==> config.mk <==
export PLATFORM = sky130hd
export DESIGN_NAME = hazard_unit
export DESIGN_NICKNAME = d
export VERILOG_FILES = /design/src/rtl/hazard_unit.sv
export SDC_FILE = /design/constraint.sdc
export NUM_CORES = 1
export LEC_CHECK = 0
export CAP_MARGIN = 25
export CORE_ASPECT_RATIO = 1.75
export CORE_MARGIN = 2
export CORE_UTILIZATION = 40
export CTS_CLUSTER_DIAMETER = 100
export CTS_CLUSTER_SIZE = 24
export DETAILED_ROUTE_END_ITERATION = 8
export PLACE_DENSITY = 0.78
export SETUP_SLACK_MARGIN = 0.5
export SLEW_MARGIN = 20
export SYNTH_ARGS = -nofsm -noshare
export SYNTH_HDL_FRONTEND = slang
export SYNTH_SLANG_ARGS = --single-unit
==> constraint.sdc <==
create_clock -name clk -period 2.5 [get_ports clk]
set_input_delay 0.375 -clock clk [delete_from_list [all_inputs] [get_ports clk]]
set_output_delay 0.375 -clock clk [all_outputs]
set_load 0.05 [all_outputs]
==> src/rtl/hazard_unit.sv <==
// Pipeline hazard unit: load-use stall detection, taken-branch flush
// sequencing, operand forwarding selection, and stall/flush counters.
module hazard_unit #(
  parameter int unsigned BRANCH_PENALTY = 2
) (
  input  logic        clk,
  input  logic        reset,
  input  logic [3:0]  id_rn,
  input  logic [3:0]  id_rm,
  input  logic [3:0]  id_rs,
  input  logic        id_uses_rn,
  input  logic        id_uses_rm,
  input  logic        id_uses_rs,
  input  logic [3:0]  ex_rd,
  input  logic        ex_reg_write,
  input  logic        ex_is_load,
  input  logic [3:0]  ex_rn,
  input  logic [3:0]  ex_rm,
  input  logic [3:0]  ex_rs,
  input  logic [3:0]  mem_rd,
  input  logic        mem_reg_write,
  input  logic        mem_is_load,
  input  logic [3:0]  wb_rd,
  input  logic        wb_reg_write,
  input  logic        branch_taken,
  output logic        pc_enable,
  output logic        if_id_enable,
  output logic        if_id_flush,
  output logic        cu_mux_select,
  output logic [1:0]  fwd_a_sel,
  output logic [1:0]  fwd_b_sel,
  output logic [1:0]  fwd_c_sel,
  output logic        in_flush,
  output logic [15:0] stall_cycles,
  output logic [15:0] flush_cycles
);

  typedef enum logic {RUN, FLUSH} state_t;

  localparam logic [3:0] PENALTY_LEFT = 4'(BRANCH_PENALTY - 1);

  state_t     state, state_nxt;
  logic [3:0] flush_left, flush_left_nxt;
  logic       load_use;
  logic       do_flush;
  logic       do_stall;

  // Operand source: MEM result unless it is a load (data not ready), then WB;
  // the PC register is never forwarded.
  function automatic logic [1:0] fwd_sel_for(input logic [3:0] src);
    logic [1:0] sel;
    sel = 2'b00;
    if (src != 4'hF) begin
      if (mem_reg_write && !mem_is_load && (mem_rd == src))
        sel = 2'b01;
      else if (wb_reg_write && (wb_rd == src))
        sel = 2'b10;
    end
    return sel;
  endfunction

  // Load-use detection and per-cycle action selection (branch beats FLUSH beats stall).
  always_comb begin
    load_use = ex_is_load && ex_reg_write &&
               ((id_uses_rn && (id_rn == ex_rd)) ||
                (id_uses_rm && (id_rm == ex_rd)) ||
                (id_uses_rs && (id_rs == ex_rd)));
    do_flush = !reset && (branch_taken || (state == FLUSH));
    do_stall = !reset && !branch_taken && (state == RUN) && load_use;
  end

  // Next-state: a taken branch (re)starts the flush window in any state.
  always_comb begin
    state_nxt      = state;
    flush_left_nxt = flush_left;
    if (branch_taken) begin
      flush_left_nxt = PENALTY_LEFT;
      state_nxt      = (PENALTY_LEFT != 4'd0) ? FLUSH : RUN;
    end else if (state == FLUSH) begin
      flush_left_nxt = flush_left - 4'd1;
      if (flush_left == 4'd1)
        state_nxt = RUN;
    end
  end

  // Pipeline control and forwarding outputs.
  always_comb begin
    pc_enable     = 1'b1;
    if_id_enable  = 1'b1;
    if_id_flush   = 1'b0;
    cu_mux_select = 1'b1;
    fwd_a_sel     = fwd_sel_for(ex_rn);
    fwd_b_sel     = fwd_sel_for(ex_rm);
    fwd_c_sel     = fwd_sel_for(ex_rs);
    if (reset) begin
      pc_enable     = 1'b0;
      if_id_enable  = 1'b0;
      if_id_flush   = 1'b1;
      cu_mux_select = 1'b0;
      fwd_a_sel     = 2'b00;
      fwd_b_sel     = 2'b00;
      fwd_c_sel     = 2'b00;
    end else if (do_flush) begin
      if_id_flush   = 1'b1;
      cu_mux_select = 1'b0;
    end else if (do_stall) begin
      pc_enable     = 1'b0;
      if_id_enable  = 1'b0;
      cu_mux_select = 1'b0;
    end
  end

  // State register and saturating performance counters.
  always_ff @(posedge clk) begin
    if (reset) begin
      state        <= RUN;
      flush_left   <= '0;
      stall_cycles <= '0;
      flush_cycles <= '0;
    end else begin
      state      <= state_nxt;
      flush_left <= flush_left_nxt;
      if (do_stall && (stall_cycles != '1))
        stall_cycles <= stall_cycles + 16'd1;
      if (do_flush && (flush_cycles != '1))
        flush_cycles <= flush_cycles + 16'd1;
    end
  end

  assign in_flush = (state == FLUSH);

endmodule

==> impl_metrics.json <==
{
  "power.internal_mw": 0.999,
  "reg2regPathDepth": 8,
  "grt_pass1_wl_um": 11800,
  "grt_antenna_before_repair": 0,
  "ff2ff_setup_slack_ns": 0.40,
  "cts_tree": "done",
  "grt_start_max_net_pins": 26,
  "period_needed_ns": 2.14,
  "outcome": "completed",
  "dr.pass1.iters": 4,
  "num_vias": 2674,
  "grtUsageTotal": 0.218,
  "drv_cap": 0,
  "cts_buffers": 5,
  "r2r_start": "in_flush",
  "io_pins": 90,
  "initial_core_util": 0.408,
  "rows": 37,
  "fin_cells": 488,
  "grt_setup_unrepaired": "yes",
  "hp-class": "reg -> reg",
  "cp.arrival_ns": 1.77,
  "hold_slack_ns": 0.509,
  "setup_viol": 0,
  "routed_wl_um": 7600,
  "crit_chain": "clkdlybuf4s50_1, nand3_2, nor3_2, a22o_2, nor3_4, buf_12",
  "path_class": "in -> out",
  "nets": 460,
  "drc_errors": 0,
  "netlist_instances": 302,
  "leakage_nw": 1.67,
  "ys_seq_area_frac": 0.311,
  "power_density_nw_per_um2": 345,
  "r2r_end": "stall_cycles[6]",
  "synth_seq_cells": 37,
  "clockBufferDepth": 2,
  "gp_congestion": 0.798,
  "power_frac_comb": 0.228,
  "hold_viol": 0,
  "pwr-share-seq": 0.428,
  "cp_slowest_cell": "clkdlybuf4s50_1",
  "die_x_um": 62.3,
  "fp.dieH_um": 106,
  "post-route-period-util": 0.857,
  "wl_per_cell_um": 15.6,
  "place_hpwl_um": 5440,
  "gr-total-overflow": 0,
  "max-vdd-ir-drop_v": 0.000442,
  "insertion_delay_ns": 0.29,
  "drtIter0Drc": 104,
  "diodes": 0,
  "ant_nets": 0,
  "whs_path_depth": 2,
  "critPathMaxStageDelay_ns": 0.43,
  "clockRootBuffer": "clkbuf_8",
  "die_area_um2": 6610,
  "clock_skew_ns": 0.0105,
  "area_growth_pct": 72.1,
  "core_area_um2": 5830,
  "cp.required_ns": 2.12,
  "port_buffers": 89,
  "yosysUniqueCellTypes": 42,
  "grt_pass1_vias": 2608,
  "max-slew-margin-rel": 0.598,
  "worstMarginPinSlew_ns": 0.600,
  "worst_slack_ns": 0.358,
  "clock-sinks": 37,
  "dpl_worst_slack_ns": -0.0570,
  "viasPerCell": 5.48,
  "hold_path.startpoint": "flush_cycles[0]",
  "syn_area_per_cell_um2": 7.88,
  "clockPowerShare": 0.344,
  "swShare": 0.294,
  "clock.fmax_mhz": 467,
  "layout-drive-gt1-share": 0.293,
  "dp_cells": 466,
  "setup.worst_path.end_class": "output port",
  "postCtsHoldBufs": 0,
  "cp-start-kind": "input port",
  "setup_tns_ns": 0,
  "syn-num-nets": 353,
  "maxSlewViolCount": 0,
  "cts.clk_slew.worst_paths_ns": 0.08,
  "p_sw_mw": 0.415,
  "yosys_warnings": 0,
  "htreeDepth": 2,
  "syn_area_um2": 2380,
  "hold_path_end": "flush_cycles[0]",
  "cp_max_fo": 2
}
-- Yosys cell counts (all sizes together) --
| cell | instances | area [um2] |
|---|---|---|
| or4 | 3 | 22.5 |
| o31ai | 4 | 30.0 |
| a31oi | 1 | 6.26 |
| nor3 | 16 | 80.1 |
| a22oi | 1 | 7.51 |
| a21oi | 13 | 65.1 |
| ha | 4 | 50.1 |
| a211oi | 3 | 22.5 |
| nand4 | 11 | 68.8 |
| clkbuf | 8 | 30.0 |
| nor3b | 1 | 7.51 |
| o21ba | 1 | 10.0 |
| dfxtp | 37 | 741 |
| a2111oi | 1 | 8.76 |
| inv | 8 | 30.0 |
| o21ai | 16 | 80.1 |
| nand3b | 3 | 22.5 |
| o31a | 2 | 17.5 |
| nor2 | 32 | 120 |
| nand3 | 18 | 90.1 |
| nand2 | 16 | 60.1 |
| or2 | 1 | 6.26 |
| nor4b | 3 | 26.3 |
| xor2 | 32 | 280 |
| and3 | 12 | 75.1 |
| a311oi | 1 | 8.76 |
| nor2b | 4 | 25.0 |
| o21bai | 2 | 15.0 |
| o211ai | 1 | 7.51 |
| nor4 | 6 | 43.8 |
| nand2b | 2 | 12.5 |
| mux2 | 3 | 33.8 |
| a22o | 1 | 8.76 |
| o22ai | 1 | 6.26 |
| xnor2 | 15 | 131 |
| and4 | 1 | 8.76 |
| buf | 5 | 40.0 |
| or3 | 13 | 81.3 |
-- power groups by stage --
stage	clock network [mW]	logic (mW)	registers, mW
detailed placement	0	0.302	0.621
CTS	0.495	0.305	0.604
floorplan	0	0.133	0.640
finish	0.486	0.323	0.605
global route	0.526	0.344	0.607
global placement	0	0.295	0.620
-- cells in the final DEF (no fill, tap or decap), types with 4 or more instances in the layout --
master,Yosys,layout
clkdlybuf4s50_1,0,32
nor2_1,32,30
xor2_1,32,28
dfxtp_1,37,18
dlymetal6s2s_1,0,18
nand2_1,16,15
dlygate4sd2_1,0,15
buf_4,1,15
nand3_1,18,14
xnor2_1,15,11
nand4_1,11,11
a21oi_1,13,11
clkbuf_2,0,11
and3_1,12,10
or3_1,13,10
dfxtp_4,0,10
nor3_1,16,9
dfxtp_2,0,9
inv_1,8,8
o21ai_0,16,8
o21ai_1,0,8
buf_12,0,8
buf_6,2,7
nor3_2,0,5
clkbuf_8,0,5
clkbuf_16,0,5
nand3_2,0,4
xnor2_2,0,4
nor4_1,5,4
-- repair_timing --
action                                  4_1_cts  5_1_grt
pin swaps                                    15       26
cloned                                        0        3
setup buffers                                 3        8
gates resized for setup                      45       65
endpoints found under the setup margin       28       29
-- final cells by class --
cell class / instances / area (um2)
fillers: 487 / 1740
flip-flops and latches: 37 / 790
repair buffers: 113 / 1210
clock inverters: 2 / 13.8
clock buffers: 6 / 93.8
multi-input cells: 244 / 1860
well taps: 78 / 97.6
inverters: 8 / 30.0
-- state kept, by name (all words and copies together), names as in the netlist --
name and count:
in_flush 1, stall_cycles 16, flush_left 4, flush_cycles 16
-- per-layer routing --
metal  part of all wire  wire length [um]  global-route usage
met1               0.36              2760               0.213
met2               0.57              4310               0.443
met3              0.044               335              0.0423
met4              0.025               192              0.0746
met5                  0                 0                   0
-- critical path, delay by kind of cell --
kind,cells,cell delay [ns]
AO/OA/AOI/OAI,1,0.30
AND/OR/NAND/NOR,3,0.47
buffers and inverters,2,0.61
-- logic make-up after synthesis --
group	synth area share
AO/OA/AOI/OAI	0.123
XOR/XNOR	0.173
adder cells (fa/ha/maj)	0.0210
buffers and inverters	0.0420
flip-flops	0.311
multiplexers	0.0142
AND/OR/NAND/NOR	0.315
-- how the worst max path moves through the flow --
stage                             from              end  slack (ns)  cells after the start
final                       id_uses_rs        pc_enable        0.36                      6
after global routing          in_flush     if_id_enable        0.30                      6
after CTS                     in_flush        pc_enable        0.33                      6
after detailed placement  branch_taken  stall_cycles[6]       -0.06                      8
after global placement    branch_taken  stall_cycles[3]     -0.0009                      8
after floorplan               in_flush  stall_cycles[3]        0.26                      9
-- metrics by stage --
stage          cell area, um2  power (mW)   util
6_report                 4100        1.41  0.702
3_3_place_gp             3660       0.914  0.627
2_1_floorplan            2620       0.773      -
3_5_place_dp             3660       0.923  0.627
4_1_cts                  3840        1.40  0.658
5_1_grt                  4100        1.48  0.702
(Power assumes the default switching activity.)
